**src/rtl/dt_walker.sv**
```systemverilog
// Decision-tree traversal engine: walks node memory from node 0 to a leaf and
// returns an ACCEPT/DROP verdict. Define DT_DEPTH_EN to expose out_depth.
module dt_walker #(
  parameter int N_FEAT    = 14,
  parameter int FEAT_W    = 16,
  parameter int N_NODES   = 73,
  parameter int MAX_STEPS = 16
) (
  input  logic                     clk,
  input  logic                     rst,
  input  logic                     in_valid,
  output logic                     in_ready,
  input  logic [N_FEAT*FEAT_W-1:0] in_feat,
  output logic [7:0]               mem_addr,
  input  logic [31:0]              mem_data,
  output logic                     out_valid,
  input  logic                     out_ready,
  output logic                     out_accept,
`ifdef DT_DEPTH_EN
  output logic [7:0]               out_depth,
`endif
  output logic                     out_err
);

  typedef enum logic [1:0] {IDLE, FETCH, EVAL, DONE} state_t;

  localparam logic [7:0] NODES_L = 8'(N_NODES);
  localparam logic [7:0] STEPS_L = 8'(MAX_STEPS);
  localparam logic [4:0] FEAT_L  = 5'(N_FEAT);

  state_t                    state_q;
  logic [N_FEAT*FEAT_W-1:0]  feat_q;
  logic [7:0]                mem_addr_q, steps_q, steps_d, next_d;
  logic                      in_ready_q, out_valid_q, out_accept_q, out_err_q;

  logic [3:0]        idx, lcode;
  logic [FEAT_W-1:0] thr, feat_sel;
  logic [7:0]        rchild;
  logic              is_leaf, bad_idx, go_left;

  assign idx     = mem_data[31:28];
  assign thr     = mem_data[27:12];
  assign lcode   = mem_data[11:8];
  assign rchild  = mem_data[7:0];
  assign is_leaf = (idx == 4'hF);
  assign bad_idx = ({1'b0, idx} >= FEAT_L);

  always_comb begin
    feat_sel = '0;
    for (int i = 0; i < N_FEAT; i++)
      if (idx == 4'(i)) feat_sel = feat_q[i*FEAT_W +: FEAT_W];
  end

  // Left code 0 means the fall-through child; 8-bit add wraps 255 -> 0.
  assign go_left = (feat_sel < thr);
  assign next_d  = go_left ? ((lcode == 4'h0) ? mem_addr_q + 8'd1 : {4'h0, lcode})
                           : rchild;
  assign steps_d = steps_q + 8'd1;

  always_ff @(posedge clk or posedge rst) begin
    if (rst) begin
      state_q      <= IDLE;
      feat_q       <= '0;
      mem_addr_q   <= '0;
      steps_q      <= '0;
      in_ready_q   <= 1'b1;
      out_valid_q  <= 1'b0;
      out_accept_q <= 1'b0;
      out_err_q    <= 1'b0;
    end else begin
      case (state_q)
        IDLE: if (in_valid) begin
          feat_q     <= in_feat;
          mem_addr_q <= '0;
          steps_q    <= '0;
          in_ready_q <= 1'b0;
          state_q    <= FETCH;
        end
        FETCH: state_q <= EVAL;
        EVAL: begin
          if (is_leaf) begin
            out_accept_q <= (lcode == 4'hF);
            out_err_q    <= 1'b0;
            out_valid_q  <= 1'b1;
            state_q      <= DONE;
          end else if (bad_idx) begin
            out_accept_q <= 1'b0;
            out_err_q    <= 1'b1;
            out_valid_q  <= 1'b1;
            state_q      <= DONE;
          end else begin
            steps_q <= steps_d;
            if (next_d >= NODES_L || steps_d == STEPS_L) begin
              out_accept_q <= 1'b0;
              out_err_q    <= 1'b1;
              out_valid_q  <= 1'b1;
              state_q      <= DONE;
            end else begin
              mem_addr_q <= next_d;
              state_q    <= FETCH;
            end
          end
        end
        DONE: if (out_ready) begin
          out_valid_q <= 1'b0;
          in_ready_q  <= 1'b1;
          state_q     <= IDLE;
        end
        default: state_q <= IDLE;
      endcase
    end
  end

  assign in_ready   = in_ready_q;
  assign mem_addr   = mem_addr_q;
  assign out_valid  = out_valid_q;
  assign out_accept = out_accept_q;
  assign out_err    = out_err_q;
`ifdef DT_DEPTH_EN
  assign out_depth  = steps_q;
`endif

endmodule

```
**config.mk**
```make
export PLATFORM = sky130hd
export DESIGN_NAME = dt_walker
export DESIGN_NICKNAME = d
export VERILOG_FILES = /design/src/rtl/dt_walker.sv
export SDC_FILE = /design/constraint.sdc
export NUM_CORES = 1
export LEC_CHECK = 0
export CORE_MARGIN = 8
export CORE_UTILIZATION = 46
export DETAILED_ROUTE_END_ITERATION = 10
export GPL_ROUTABILITY_DRIVEN = 1
export PLACE_DENSITY_LB_ADDON = 0.08
export SLEW_MARGIN = 20
export SYNTH_ARGS = -nofsm -noshare
export SYNTH_HDL_FRONTEND = slang
export SYNTH_SLANG_ARGS = --single-unit
```
**constraint.sdc**
```tcl
create_clock -name clk -period 8.9 [get_ports clk]
set_input_delay 2.225 -clock clk [delete_from_list [all_inputs] [get_ports clk]]
set_output_delay 2.225 -clock clk [all_outputs]
set_load 0.02 [all_outputs]
```
==> summary.md <==
| Metric | Value |
|---|---|
| Status | finished, final reports clean |
| CORE AREA | 0.0261 mm^2 |
| Hold_sp | feat_q[146] |
| Logic pwr share | 0.320 |
| Clock Path Buffers | 3 |
| Pleak | 7.77 nW |
| Ant. Diodes | 0 |
| Simple-Gate Fraction of Synth Area | 0.277 |
| Part of the cycle the worst path needs | 0.718 |
| CP startpoint | mem_data[30] |
| Tmin final | 6.39 ns |
| Total grt overflow | 0 |
| Fin Clk Skew | 0.0198 ns |
| Headroom to the max-slew limit | 0.356 |
| Design Area, Final | 0.0160 mm^2 |
| Vias in the first global route | 10900 |
| Vias/cell | 5.32 |
| DRT iter0 DRCs | 1060 |
| Top-area cell type share of the netlist area | 0.503 |
| Clock buffer count from CTS | 27 |
| Post-synth ARST share | 1.00 |
| Crit Reg-Reg Startpoint | feat_q[53] |
| Setup crit end kind | flip-flop |
| Layout cell share with drive strength beyond 1 | 0.0533 |
| Sequential share of power | 0.438 |
| Count of different cell masters after synthesis | 68 |
| DR DRC count | 0 |
| Yosys warns | 0 |
| Die width | 179 um |
| Post-synthesis adder-cell area fraction | 0.0175 |
| Pin count of the biggest net entering global routing | 130 |
| Most common cell in the synthesized netlist | nand2_1 |
| Die area | 0.0319 mm^2 |
| Power Density | 287 mW/mm^2 |
| Max Cap Violations | 0 |
| Syn nets | 1756 |
| Setup slack after layout | 2.51 ns |
| # port buffers | 271 |
| Fmax | 0.157 GHz |
| PostCTS Resize Cnt | 0 |
| I/O pin count | 272 |
| Placement row count | 59 |
| Slew Viols, Final | 0 |
| Yosys top cell by area | dfrtp_1 |
| Mean Syn Cell Area | 8.24 um^2 |
| CP Cell Sequence | clkdlybuf4s50_1 -> nor2b_1 -> a22oi_1 -> o22ai_1 -> a21oi_1 -> a31oi_1 -> a21oi_1 -> a21oi_1 -> ha_1 -> and3_1 -> a221o_1 -> a221oi_1 -> o31ai_2 -> buf_4 -> mux2i_2 -> o21ai_0 |
| 1st-pass router iterations | 5 |
| Setup_tns | 0 ns |
| Worst path most repeated cell | a21oi_1 |
| Antenna Nets Post-Route | 0 |
| Switching pwr | 1.69 mW |
| Largest family of logic cells by synthesized area | simple AND/OR/NAND/NOR gates |
| Crit-path max FO | 27 |
| RSZ-0062 raised after global routing | false |
| Post-CTS setup repair buffer count | 0 |
| Post-synth top cells | 734 x nand2_1, 245 x dfrtp_1, 62 x clkbuf_1, 53 x o21ai_0, 41 x nor2_1 |
| Gpl congestion | 0.913 |
| Synth Area in Compound Gates | 0.102 |
| Final core occ | 0.613 |
| Hold WC Path Type | flip-flop to flip-flop |
| CP arrival | 6.79 ns |
| Die span in y | 179 um |
| Clk_lat worst skew | 0.55 ns |
| CTS tree | yes |
| Via count | 11000 |
| XOR/XNOR Fraction of Synth Area | 0.00359 |
| Final WL | 39.7 mm |
| Root buf cell | clkbuf_16 |
| CP required | 9.31 ns |
| Setup Viol. Count Final | 0 |
| Initial Util | 0.468 |
| Share of the yosys chip area belonging to registers | 0.505 |
| Post-synthesis mux area share | 0.0560 |
| Post-route insts no fill | 2062 |
| HPWL Detailed | 29.4 mm |
| Total Routing Usage GR | 0.243 |
| Pre-CTS setup slack | 1.95 ns |
| Worst-path clk slew | 0.06 ns |
| Worst-Margin Slew | 0.963 ns |
| Post-synth EDFFs | 0 |
| WL/cell | 19.3 um |
| Critical path's slowest cell | clkdlybuf4s50_1 |
| Net Sw Frac | 0.368 |
| Hold path depth | 2 |
| Max incr delay on CP | 1.09 ns |
| Final #Nets | 1987 |
| R2R Setup Slk | 5.11 ns |
| Synthesized area | 0.0122 mm^2 |
| Internal power | 2.90 mW |
| Critical Path Start Type | input pin |
| CTS H-tree depth | 1 |
| Final hold vios | 0 |
| Initial antenna violation count | 0 |
| Fill cells | 2313 |
| Worst setup path class | input pin to flip-flop |
| Post-synthesis register bit count | 246 |
| Area growth from synthesis to final layout | 31.1% |
| Dominant synthesized flop cell | dfrtp_1 |
| Sink Count | 246 |
| Synth Instances | 1479 |
| DP Cell Count | 2015 |
| Wire length of the first global-routing pass | 60.9 mm |
| Placed Area | 0.0151 mm^2 |
| CTS Hold Bufs | 0 |
| Peak supply drop | 0.184 mV |
| FF-to-FF path depth | 16 |
| Clock network power share | 0.242 |
| Synth area leaders | dfrtp_1 50%, nand2_1 23%, mux2i_1 3.0%, o21ai_0 2.2%, clkbuf_1 1.9% |
-- registers in the layout, indices dropped and copies added (netlist names) --
register / flops
out_err: 1
in_ready: 1
out_valid: 1
steps_q: 8
state_q: 2
feat_q: 224
out_accept: 1
mem_addr: 8
-- per-stage QoR --
stage	hold slack, ns	power (mW)
after floorplan	0.437	2.89
after global placement	0.454	3.45
after detailed placement	0.454	3.48
after CTS	0.469	4.61
after global routing	0.488	4.90
final	0.467	4.59
-- power by group through the flow --
stage	logic, mW	clock network [mW]	registers [mW]
3_5_place_dp	1.47	0	2.01
6_report	1.47	1.11	2.01
5_1_grt	1.67	1.17	2.06
4_1_cts	1.48	1.13	2.00
2_1_floorplan	1.01	0	1.89
3_3_place_gp	1.43	0	2.01
-- cell families after synthesis --
| logic type | Yosys count |
|---|---|
| xor+xnor | 5 |
| fa+ha+maj | 17 |
| simple gates | 849 |
| mux | 60 |
| buf+inv | 113 |
| flops | 246 |
| compound gates | 189 |
-- layer usage --
| layer | wire length (um) | track usage | part of all wire | up-vias |
|---|---|---|---|---|
| met3 | 2870 | 0.0482 | 0.072 | 49 |
| met4 | 865 | 0.0555 | 0.022 | 0 |
| met1 | 17000 | 0.333 | 0.43 | 5236 |
| li1 | - | - | - | 5294 |
| met5 | 0 | 0 | 0 | - |
| met2 | 19000 | 0.394 | 0.48 | 381 |
-- area by class of cell --
cell class	instances	area [um^2]	area share
well taps	335	419	0.0262
flip-flops and latches	246	6160	0.385
clock buffers	36	759	0.0475
clock inverters	10	115	0.00721
multi-input cells	1120	5570	0.348
repair buffers	284	2840	0.178
inverters	31	120	0.00752
-- worst paths after layout --
| kind | end |
|---|---|
| worst max-delay path | out_valid |
| worst min-delay path | feat_q[146] |
| worst max register to register | out_valid |
| worst min register to register | feat_q[146] |
| max in group asynchronous | feat_q[205] |
| min in group asynchronous | feat_q[8] |
-- placed cells by master (no fill, tap or decap), types with 3 or more instances in the layout --
master,netlist,layout
nand2_1,734,734
clkdlybuf4s50_1,0,269
dfrtp_1,245,245
o21ai_0,53,53
nor2_1,41,39
a21oi_1,37,37
mux2i_1,36,36
inv_1,30,29
clkbuf_16,0,27
nand3_1,22,22
a22oi_1,20,20
mux2_2,17,17
ha_1,17,17
nor2b_1,12,12
a31oi_1,12,12
o22ai_1,11,11
o221ai_1,11,11
buf_4,0,10
a221oi_1,8,8
clkinv_2,0,7
and3_1,6,6
nor3_1,6,6
nand4_1,5,5
nand3b_1,5,5
a21o_1,5,5
clkbuf_8,1,5
nand2b_1,4,4
mux4_2,4,4
clkbuf_1,62,4
o31ai_1,3,3
o211ai_1,3,3
a222oi_1,3,3
a211o_1,3,3
o22a_1,3,3
xor2_1,3,3
-- critical path: cells and delay by family --
kind / cells / cell delay (ns)
AOI/OAI and AO/OA: 10 / 1.94
buffers and inverters: 2 / 1.31
and+or+nand+nor: 2 / 0.80
muxes: 1 / 0.26
adders and majority gates: 1 / 0.25
(Power assumes the default switching activity.)
